[src/rtl/stump_control.sv]
// Stump control unit: instruction decode, CC register, branch condition
// evaluation and the FETCH/EXECUTE/MEMORY sequencer.
module stump_control #(
    parameter logic [3:0] CC_RESET = 4'b0000
) (
    input  logic        clk,
    input  logic        rst,
    input  logic [15:0] ir,
    input  logic [3:0]  flags_in,
    output logic [1:0]  state,
    output logic [2:0]  func,
    output logic        c_in,
    output logic [3:0]  cc,
    output logic        ext_op,
    output logic        opA_pc,
    output logic [2:0]  dest,
    output logic [2:0]  srcA,
    output logic [2:0]  srcB,
    output logic [1:0]  shift_op,
    output logic        reg_write,
    output logic        ir_load,
    output logic        pc_inc,
    output logic        mem_ren,
    output logic        mem_wen,
    output logic        addr_alu
);

    localparam logic [1:0] S_FETCH   = 2'b00;
    localparam logic [1:0] S_EXECUTE = 2'b01;
    localparam logic [1:0] S_MEMORY  = 2'b10;

    localparam logic [2:0] OP_LDST = 3'b110;
    localparam logic [2:0] OP_BCC  = 3'b111;
    localparam logic [2:0] FN_ADD  = 3'b000;
    localparam logic [2:0] REG_PC  = 3'd7;

    logic [1:0] r_state;
    logic [3:0] r_cc;

    logic [1:0] w_next_state;
    logic [2:0] w_op;
    logic       w_type;
    logic       w_s;
    logic [2:0] w_dst;
    logic [2:0] w_srca;
    logic [2:0] w_srcb;
    logic [1:0] w_shift;
    logic [3:0] w_cond;
    logic       w_is_ldst;
    logic       w_is_st;
    logic       w_is_bcc;
    logic       w_is_alu;
    logic       w_n;
    logic       w_z;
    logic       w_v;
    logic       w_c;
    logic       w_nv;
    logic       w_cond_true;
    logic       w_cc_we;

    // Instruction field extraction and instruction class flags.
    always_comb begin
        w_op      = ir[15:13];
        w_type    = ir[12];
        w_s       = ir[11];
        w_dst     = ir[10:8];
        w_srca    = ir[7:5];
        w_srcb    = ir[4:2];
        w_shift   = ir[1:0];
        w_cond    = ir[11:8];
        w_is_ldst = (w_op == OP_LDST);
        w_is_bcc  = (w_op == OP_BCC);
        w_is_st   = w_is_ldst & ir[11];
        w_is_alu  = ~w_is_ldst & ~w_is_bcc;
    end

    // Branch condition from the registered CC, never the live ALU flags.
    always_comb begin
        w_n         = r_cc[3];
        w_z         = r_cc[2];
        w_v         = r_cc[1];
        w_c         = r_cc[0];
        w_nv        = w_n ^ w_v;
        w_cond_true = 1'b0;
        case (w_cond)
            4'h0: w_cond_true = 1'b1;
            4'h1: w_cond_true = 1'b0;
            4'h2: w_cond_true = ~w_c & ~w_z;
            4'h3: w_cond_true = w_c | w_z;
            4'h4: w_cond_true = ~w_c;
            4'h5: w_cond_true = w_c;
            4'h6: w_cond_true = ~w_z;
            4'h7: w_cond_true = w_z;
            4'h8: w_cond_true = ~w_v;
            4'h9: w_cond_true = w_v;
            4'hA: w_cond_true = ~w_n;
            4'hB: w_cond_true = w_n;
            4'hC: w_cond_true = ~w_nv;
            4'hD: w_cond_true = w_nv;
            4'hE: w_cond_true = ~w_z & ~w_nv;
            4'hF: w_cond_true = w_z | w_nv;
            default: w_cond_true = 1'b0;
        endcase
    end

    // Sequencer next state; LD/ST take the extra MEMORY cycle.
    always_comb begin
        w_next_state = S_FETCH;
        case (r_state)
            S_FETCH:   w_next_state = S_EXECUTE;
            S_EXECUTE: w_next_state = w_is_ldst ? S_MEMORY : S_FETCH;
            S_MEMORY:  w_next_state = S_FETCH;
            default:   w_next_state = S_FETCH;
        endcase
    end

    // State register; reset wins over any state including MEMORY.
    always_ff @(posedge clk) begin
        if (rst) begin
            r_state <= S_FETCH;
        end else begin
            r_state <= w_next_state;
        end
    end

    // Only flag-setting ALU ops in EXECUTE may load the CC register.
    always_comb begin
        w_cc_we = ~rst & (r_state == S_EXECUTE) & w_is_alu & w_s;
    end

    // CC register, loaded from the ALU flags at the end of EXECUTE.
    always_ff @(posedge clk) begin
        if (rst) begin
            r_cc <= CC_RESET;
        end else if (w_cc_we) begin
            r_cc <= flags_in;
        end
    end

    // Datapath selects: ALU function, operand muxes and register ports.
    always_comb begin
        func     = FN_ADD;
        ext_op   = 1'b0;
        opA_pc   = 1'b0;
        shift_op = 2'b00;
        dest     = w_dst;
        srcA     = w_srca;
        srcB     = w_srcb;
        addr_alu = 1'b0;
        case (r_state)
            S_FETCH: begin
                addr_alu = 1'b0;
            end
            S_EXECUTE: begin
                if (w_is_bcc) begin
                    opA_pc = 1'b1;
                    ext_op = 1'b1;
                    dest   = REG_PC;
                end else begin
                    ext_op   = w_type;
                    shift_op = w_type ? 2'b00 : w_shift;
                    if (w_is_alu) begin
                        func = w_op;
                    end
                end
            end
            S_MEMORY: begin
                addr_alu = 1'b1;
                ext_op   = w_type;
                if (w_is_st) begin
                    srcA = w_dst;
                end
            end
            default: begin
                addr_alu = 1'b0;
            end
        endcase
    end

    // Strobes come from state alone and are held off while in reset.
    always_comb begin
        reg_write = 1'b0;
        ir_load   = 1'b0;
        pc_inc    = 1'b0;
        mem_ren   = 1'b0;
        mem_wen   = 1'b0;
        if (!rst) begin
            case (r_state)
                S_FETCH: begin
                    mem_ren = 1'b1;
                    ir_load = 1'b1;
                    pc_inc  = 1'b1;
                end
                S_EXECUTE: begin
                    if (w_is_bcc) begin
                        reg_write = w_cond_true;
                    end else if (w_is_alu) begin
                        reg_write = 1'b1;
                    end
                end
                S_MEMORY: begin
                    if (w_is_st) begin
                        mem_wen = 1'b1;
                    end else begin
                        mem_ren   = 1'b1;
                        reg_write = 1'b1;
                    end
                end
                default: begin
                    reg_write = 1'b0;
                end
            endcase
        end
    end

    assign state = r_state;
    assign cc    = r_cc;
    assign c_in  = r_cc[0];

endmodule

[config.mk]
export PLATFORM = sky130hd
export DESIGN_NAME = stump_control
export DESIGN_NICKNAME = d
export VERILOG_FILES = /design/src/rtl/stump_control.sv
export SDC_FILE = /design/constraint.sdc
export NUM_CORES = 1
export LEC_CHECK = 0
export ABC_AREA = 1
export CAP_MARGIN = 20
export CORE_MARGIN = 2
export CORE_UTILIZATION = 33
export CTS_CLUSTER_DIAMETER = 60
export CTS_CLUSTER_SIZE = 12
export DETAILED_ROUTE_END_ITERATION = 12
export PLACE_DENSITY = 0.89
export SLEW_MARGIN = 20
export SYNTH_ARGS = -nofsm -noshare
export SYNTH_HDL_FRONTEND = slang
export SYNTH_SLANG_ARGS = --single-unit
[constraint.sdc]
create_clock -name clk -period 1.9 [get_ports clk]
set_clock_uncertainty 0.15 [all_clocks]
set_input_delay 0.285 -clock clk [delete_from_list [all_inputs] [get_ports clk]]
set_output_delay 0.285 -clock clk [all_outputs]
set_load 0.02 [all_outputs]
==> results of run 1 <==
[power by group]
part	internal, mW	switching [mW]
combinational	0.116	0.132
clock	0.0717	0.0505
sequential	0.131	0.00781
[worst reg2reg max path, cell delays in order (launching register included)]
cell and delay, ns:
dfxtp_2 0.34, inv_1 0.11, ha_4 0.17, inv_2 0.04, nor2_1 0.08, inv_1 0.07
nor3_2 0.15, inv_2 0.09, o21ai_0 0.16, a21oi_1 0.06
[sequential cells by signal (all words and copies together) (netlist names)]
| register | flops |
|---|---|
| cc | 4 |
| state | 2 |
[through the flow]
step,instance area [sq um],total power [mW],util,setup TNS [ns]
global route,1354,0.5404,0.6972,-0.1070
finish,1354,0.5082,0.6972,0
floorplan,671.9,0.2522,-,-0.1894
CTS,1281,0.4917,0.6598,0
global placement,1266,0.3687,0.6521,-6.473
detailed placement,1266,0.3762,0.6521,-7.414
[final cells by class]
type                            count  area, sq um  area share
Timing Repair Buffer               68        543.0      0.4011
Multi-Input combinational cell     94        535.5      0.3956
Sequential cell                     6        131.4     0.09704
Inverter                           22        87.58     0.06469
Tap cell                           27        33.78     0.02495
Clock buffer                        3        22.52     0.01664
[kinds of logic after synthesis]
| logic type | Yosys count |
|---|---|
| adders and majority gates | 3 |
| DFF | 6 |
| AOI/OAI and AO/OA | 20 |
| buffers and inverters | 27 |
| and+or+nand+nor | 71 |
[path summary, 6_finish.rpt]
path,from,end,cells past startpoint
worst max-delay path,cc[1],reg_write,10
worst min-delay path,ir[3],srcB[1],0
worst max register to register,state[1],cc[3],9
worst min register to register,cc[2],cc[2],3
[cell usage in the layout, fill, tap and decap left out]
cell type,instances
a21oi_1,7
a21oi_2,3
buf_2,8
buf_4,27
buf_6,1
clkbuf_2,4
clkbuf_4,3
clkdlybuf4s15_1,1
clkdlybuf4s50_1,18
dfxtp_1,1
dfxtp_2,3
dfxtp_4,2
dlygate4sd2_1,9
ha_1,1
ha_4,2
inv_1,16
inv_2,4
inv_4,2
nand2_1,28
nand2_2,10
nand2_4,1
nand3_1,7
nand3_2,2
nand3_4,1
nor2_1,17
nor2_2,3
nor2_4,1
nor3_2,1
o211ai_1,1
o21ai_0,4
o21ai_1,4
o21ai_2,1
[routing by layer]
metal,vias up,routed length [microns],global-route usage
met1,481,1009,0.2019
li1,529,-,-
met2,47,1468,0.4234
met4,0,130,0.1810
met3,15,149,0.07055
met5,-,0,0
[repair_timing]
item / in CTS / in global routing
pin swaps: 4 / 6
cloned: 0 / 0
endpoints found under the setup margin: 19 / 11
setup buffers: 0 / 3
resized for setup: 84 / 39
==> summary.txt, run 1 <==
Synth
  • Simple-gate portion of the synthesized area: 0.4283
  • Largest cells by area after synthesis: nand2_1 22%, dfxtp_1 18%, nor2_1 11%, inv_1 11%, nand3_1 7.4%
  • Count leader, synth: nand2_1
  • Post-synth top area share: 0.2179
  • Post-synthesis mux area share: 0
  • Net Count, Synth: about 150
  • Synth Area in Compound Gates: 0.1583
  • Largest family of logic cells by synthesized area: simple AND/OR/NAND/NOR gates
  • Distinct cell type count after synthesis: 14
  • Async set or reset register ratio after synthesis: 0
  • Yosys warns: 0
  • Sequential cell area fraction in the yosys report: 0.1788
  • Synth Cell Area: 671.9 sq um
  • Post-Syn Instances: 127
  • Synth Flop Type: dfxtp_1
  • Post-synth EDFFs: 0
  • Mean area per synthesized cell: between 5 and 6 sq um
  • Count of state elements after synthesis: 6
  • Post-Synth XOR/XNOR Area: 0
  • Post-synth top area cell: nand2_1
  • Synth Area in Adders: 0.05587
  • Post-synth top cells: 39 x nand2_1, 20 x nor2_1, 19 x inv_1

Route
  • Final ANT Viol Nets: 0
  • First drt pass iteration count: 4
  • DRT iter0 DRCs: 19
  • Routed vias: around 1,100
  • Vias per Instance: roughly 4.9
  • WL/cell: approximately 13 microns
  • Post-route DRC violation count: 0
  • Total routed wirelength: around 2800 microns

Worst setup path
  • Worst setup EP type: primary output
  • CP top delay family: simple AND/OR/NAND/NOR gates
  • Flop2flop setup slack: about 0.36 ns
  • Slowest stage cell, crit path: dfxtp_4
  • Startpoint Class: flip-flop
  • CP Cell Sequence: inv_4 > nand2_4 > nand3_2 > nand2_2 > nor2_2 > a21oi_2 > nand2_1 > nand2_2 > a21oi_2 > buf_6
  • Arrival @ worst endpoint: between 1 and 1.5 ns
  • CP Max Fanout: 4
  • Crit path kind: flip-flop to primary output
  • Largest stage delay, worst path: 0.36 ns
  • Critical path data required time: about 1.5 ns
  • Worst path bufs/invs: 2

Clock network
  • Max H-tree Level: 1
  • CTS Buffer Depth: 2
  • Hold_buf cts: 0
  • Clock transition at path regs: ~0.040 ns
  • CTS buffer count: 3
  • Clk Latency, worst-skew pair: 0.26 ns
  • # clock sinks: 6
  • TritonCTS clock tree: yes
  • CTS Root Cell: clkbuf_4

Cells and area
  • Non-filler cells, final: 220
  • Antenna diodes: 0
  • Fillers: roughly 170
  • Final nets: 220
  • Layout cells sized above 1: 0.4093
  • Area growth, synth to finish: 101.5%

Floorplanning
  • Chip Width: just under 50 microns
  • Initial Util: 0.3460
  • Top Ports: 51
  • Die Y: 49.12 microns
  • Core Box Area: roughly 1900 sq um
  • Die area: roughly 2400 sq um
  • Rows: 16

Global route
  • Total Routing Usage GR: 0.2293
  • Largest net degree at the start of global routing: 8
  • Grt ovf: 0
  • First-pass GRT wire length: approximately 4300 microns
  • Number of antenna violations at the first check in global routing: 0
  • Vias in the first global route: 1,070

Placed design
  • Place WS: -0.7174 ns
  • Final HPWL DP: around 2000 microns
  • Placed cell count: 214
  • Port bufs: 44
  • Final Wtd Congestion: about 0.85

STA
  • Max-slew violations: 0
  • Crit path time final: approximately 1.9 ns
  • Slew margin rel.: 0.8435
  • Slew @ Worst Pin: 0.2338 ns
  • FMAX: around 540 MHz
  • Fin worst setup slack: 0.04049 ns
  • Hold slack final: between 0.4 and 0.5 ns
  • Crit share post-route: 0.9787
  • Final hold vios: 0
  • Count of final setup violators: 0
  • RSZ-0062 raised after global routing: yes

Status
  • Outcome: completed

Job
  • Max-cap check violation count: 0

Pwr
  • P per Cell Area: 375.4 nW/um^2
  • Worst vdd ir: about 0.38 mV
  • Leakage power: between 0.7 and 0.8 nW

Min path
  • Hold/Removal Path Class: input pin to primary output
Note: power is estimated with default switching activity, not from simulation.
==> inputs of run 2 (changes only) <==
--- a/config.mk
+++ b/config.mk
@@ -13,7 +13,6 @@
 export CTS_CLUSTER_SIZE = 12
 export DETAILED_ROUTE_END_ITERATION = 12
 export PLACE_DENSITY = 0.89
-export SLEW_MARGIN = 20
 export SYNTH_ARGS = -nofsm -noshare
 export SYNTH_HDL_FRONTEND = slang
 export SYNTH_SLANG_ARGS = --single-unit
==> results of run 2 <==
Final layout, timing and power as in run 1 (identical DEF).
==> inputs of run 3 (changes only) <==
--- a/config.mk
+++ b/config.mk
@@ -8,11 +8,12 @@
 export ABC_AREA = 1
 export CAP_MARGIN = 20
 export CORE_MARGIN = 2
-export CORE_UTILIZATION = 33
+export CORE_UTILIZATION = 34
+export CTS_BUF_LIST = sky130_fd_sc_hd__clkbuf_8
 export CTS_CLUSTER_DIAMETER = 60
 export CTS_CLUSTER_SIZE = 12
 export DETAILED_ROUTE_END_ITERATION = 12
-export PLACE_DENSITY = 0.89
+export PLACE_DENSITY = 0.84
 export SYNTH_ARGS = -nofsm -noshare
 export SYNTH_HDL_FRONTEND = slang
 export SYNTH_SLANG_ARGS = --single-unit
==> summary.txt, run 3 (same netlist as run 1, synthesis figures left out) <==
Status
  • Outcome: completed (unchanged)

Cells and area
  • Commonest non-fill, non-tap cells in the layout: 36 x nand2_1, 31 x buf_4, 18 x clkdlybuf4s50_1 (was 28 x nand2_1, 27 x buf_4, 18 x clkdlybuf4s50_1)
  • Area of the multi-input gates: 485.5 sq um (was 535.5 sq um)
  • Post-layout util: 0.7026 (was 0.6972)
  • Layout cells sized above 1: 0.3827 (was 0.4093)
  • Final Cell Area: 1336 sq um (was 1354 sq um)
  • Register area: 132.6 sq um (was 131.4 sq um)
  • Area growth, synth to finish: 98.88% (was 101.5%)
  • Commonest non-fill, non-tap cell in the layout: nand2_1 (unchanged)
  • Antenna diodes: 0 (unchanged)
  • Max reg flops: 4 (unchanged)
  • Fillers: 165 (was 172)
  • Final nets: 223 (was 220)

STA
  • Crit share post-route: 0.9985 (was 0.9787)
  • Final hold vios: 0 (unchanged)
  • Slew margin rel.: 0.8468 (was 0.8435)
  • Fin worst setup slack: 0.002911 ns (was 0.04049 ns)
  • Count of final setup violators: 0 (unchanged)
  • FMAX: 527.1 MHz (was 537.8 MHz)
  • Slew @ Worst Pin: 0.2290 ns (was 0.2338 ns)
  • Hold slack final: 0.4200 ns (about the same)
  • Max-slew violations: 0 (unchanged)
  • Crit path time final: 1.897 ns (was 1.860 ns)
  • RSZ-0062 raised after global routing: yes (unchanged)

Worst setup path
  • Cell mode on critical path: nand2_1
  • Worst setup EP type: primary output (unchanged)
  • CP Max Fanout: 4 (unchanged)
  • CP Cell Sequence: inv_2 > nand2_1 > nand3_1 > nand3_1 > nand2_1 > nor2_2 > nand2_1 > nand2_1 > a21oi_2 > buf_4 (was inv_4 > nand2_4 > nand3_2 > nand2_2 > nor2_2 > a21oi_2 > nand2_1 > nand2_2 > a21oi_2 > buf_6)
  • Slowest stage cell, crit path: dfxtp_4 (unchanged)
  • Largest stage delay, worst path: 0.35 ns (was 0.36 ns)
  • Critical path data required time: 1.46 ns (about the same)
  • Startpoint Class: flip-flop (unchanged)
  • Crit path kind: flip-flop to primary output (unchanged)
  • Arrival @ worst endpoint: 1.46 ns (was 1.42 ns)

Clock network
  • CTS Root Cell: clkbuf_8 (was clkbuf_4)
  • CTS buffer count: 3 (unchanged)
  • Clk Latency, worst-skew pair: 0.22 ns (was 0.26 ns)
  • TritonCTS clock tree: yes (unchanged)
  • Clock transition at path regs: 0.03 ns (was 0.04 ns)
  • Max H-tree Level: 1 (unchanged)
  • # clock sinks: 6 (unchanged)
  • Hold_buf cts: 0 (unchanged)
  • CTS Buffer Depth: 2 (unchanged)

Placed design
  • Place WS: -0.7184 ns (was -0.7174 ns)
  • Placed Area: 1289 sq um (was 1266 sq um)
  • Port bufs: 44 (unchanged)
  • Final HPWL DP: 2016 microns (was 1983 microns)
  • Final Wtd Congestion: 0.8414 (was 0.8493)

Floorplanning
  • Top Ports: 51 (unchanged)
  • Die area: 2348 sq um (was 2413 sq um)
  • Chip Width: 48.46 microns (was 49.12 microns)
  • Die Y: 48.46 microns (was 49.12 microns)
  • Rows: 16 (unchanged)
  • Initial Util: 0.3533 (was 0.3460)
  • Core Box Area: 1902 sq um (was 1942 sq um)

Route
  • Final ANT Viol Nets: 0 (unchanged)
  • Routed vias: 1,071 (was 1,072)
  • Post-route DRC violation count: 0 (unchanged)
  • Total routed wirelength: 2671 microns (was 2758 microns)
  • First drt pass iteration count: 4 (unchanged)
  • DRT iter0 DRCs: 30 (was 19)
  • Vias per Instance: 4.803 (was 4.873)
  • WL/cell: 11.98 microns (was 12.54 microns)

Pwr
  • P per Cell Area: 427.3 nW/um^2 (was 375.4 nW/um^2)
  • Worst vdd ir: 0.4174 mV (was 0.3753 mV)
  • Leakage power: 0.7120 nW (was 0.7102 nW)

Job
  • Max-cap check violation count: 0 (unchanged)

Min path
  • Hold/Removal Path Class: input pin to primary output (unchanged)

Global route
  • Largest net degree at the start of global routing: 8 (unchanged)
  • Grt ovf: 0 (unchanged)
  • Number of antenna violations at the first check in global routing: 0 (unchanged)
  • First-pass GRT wire length: 4250 microns (was 4319 microns)
  • Vias in the first global route: 995 (was 1,070)
  • Total Routing Usage GR: 0.2306 (was 0.2293)
-- run 3: cell count changes in the layout (fill, tap and decap cells not counted), sizes merged --
cell / before / now
dlygate4sd2: 9 / 6
clkdlybuf4s15: 1 / 3
clkbuf: 7 / 9
buf: 36 / 38
-- run 3: worst paths after layout --
| check | start | end | slack [ns] | depth (start not counted) |
|---|---|---|---|---|
| worst max-delay path | cc[1] | reg_write | 0.003 | 10 |
| worst min-delay path | ir[2] | srcB[0] | 0.42 | 0 |
| worst max register to register | state[0] | cc[3] | 0.18 | 10 |
| worst min register to register | cc[3] | cc[3] | 0.46 | 3 |
-- run 3: layout make-up --
class,instances,area share
clock buffer,3,0.03090
tap,27,0.02528
timing repair buffer,71,0.4195
sequential,6,0.09925
inverter,22,0.06180
multi-input combinational,94,0.3633
-- run 3: where the power goes --
part	leakage, nW	internal, mW	switching [mW]
Sequential	0.0517	0.130	0.00557
Combinational	0.639	0.116	0.131
Clock	0.0216	0.136	0.0530
-- run 3: stage by stage --
step	instances	setup TNS (ns)	total power, mW
2_1_floorplan	127	-0.1894	0.2522
3_3_place_gp	217	-6.631	0.3748
3_5_place_dp	217	-7.561	0.3831
4_1_cts	222	0	0.5698
5_1_grt	223	-0.05620	0.5998
6_report	223	0	0.5710
-- run 3: worst max-delay path: cells and delay by family, from the launching register on --
family                 cells  cell delay (ns)
AND/OR/NAND/NOR            7             0.63
flip-flops                 1             0.35
AO/OA/AOI/OAI              1             0.05
buffers and inverters      2             0.20
-- run 3: routing by layer --
metal	global-route usage	up-vias	routed length, microns
met4	0.1143	0	135
met2	0.4537	51	1436
met5	0	-	0
li1	-	536	-
met3	0.03704	19	147
met1	0.2314	465	951
-- run 3: what timing repair did --
item | 4_1_cts | 5_1_grt
endpoints found under the setup margin | 19 | 9
setup buffers | 2 | 1
pin swaps | 3 | 2
resized for setup | 77 | 34
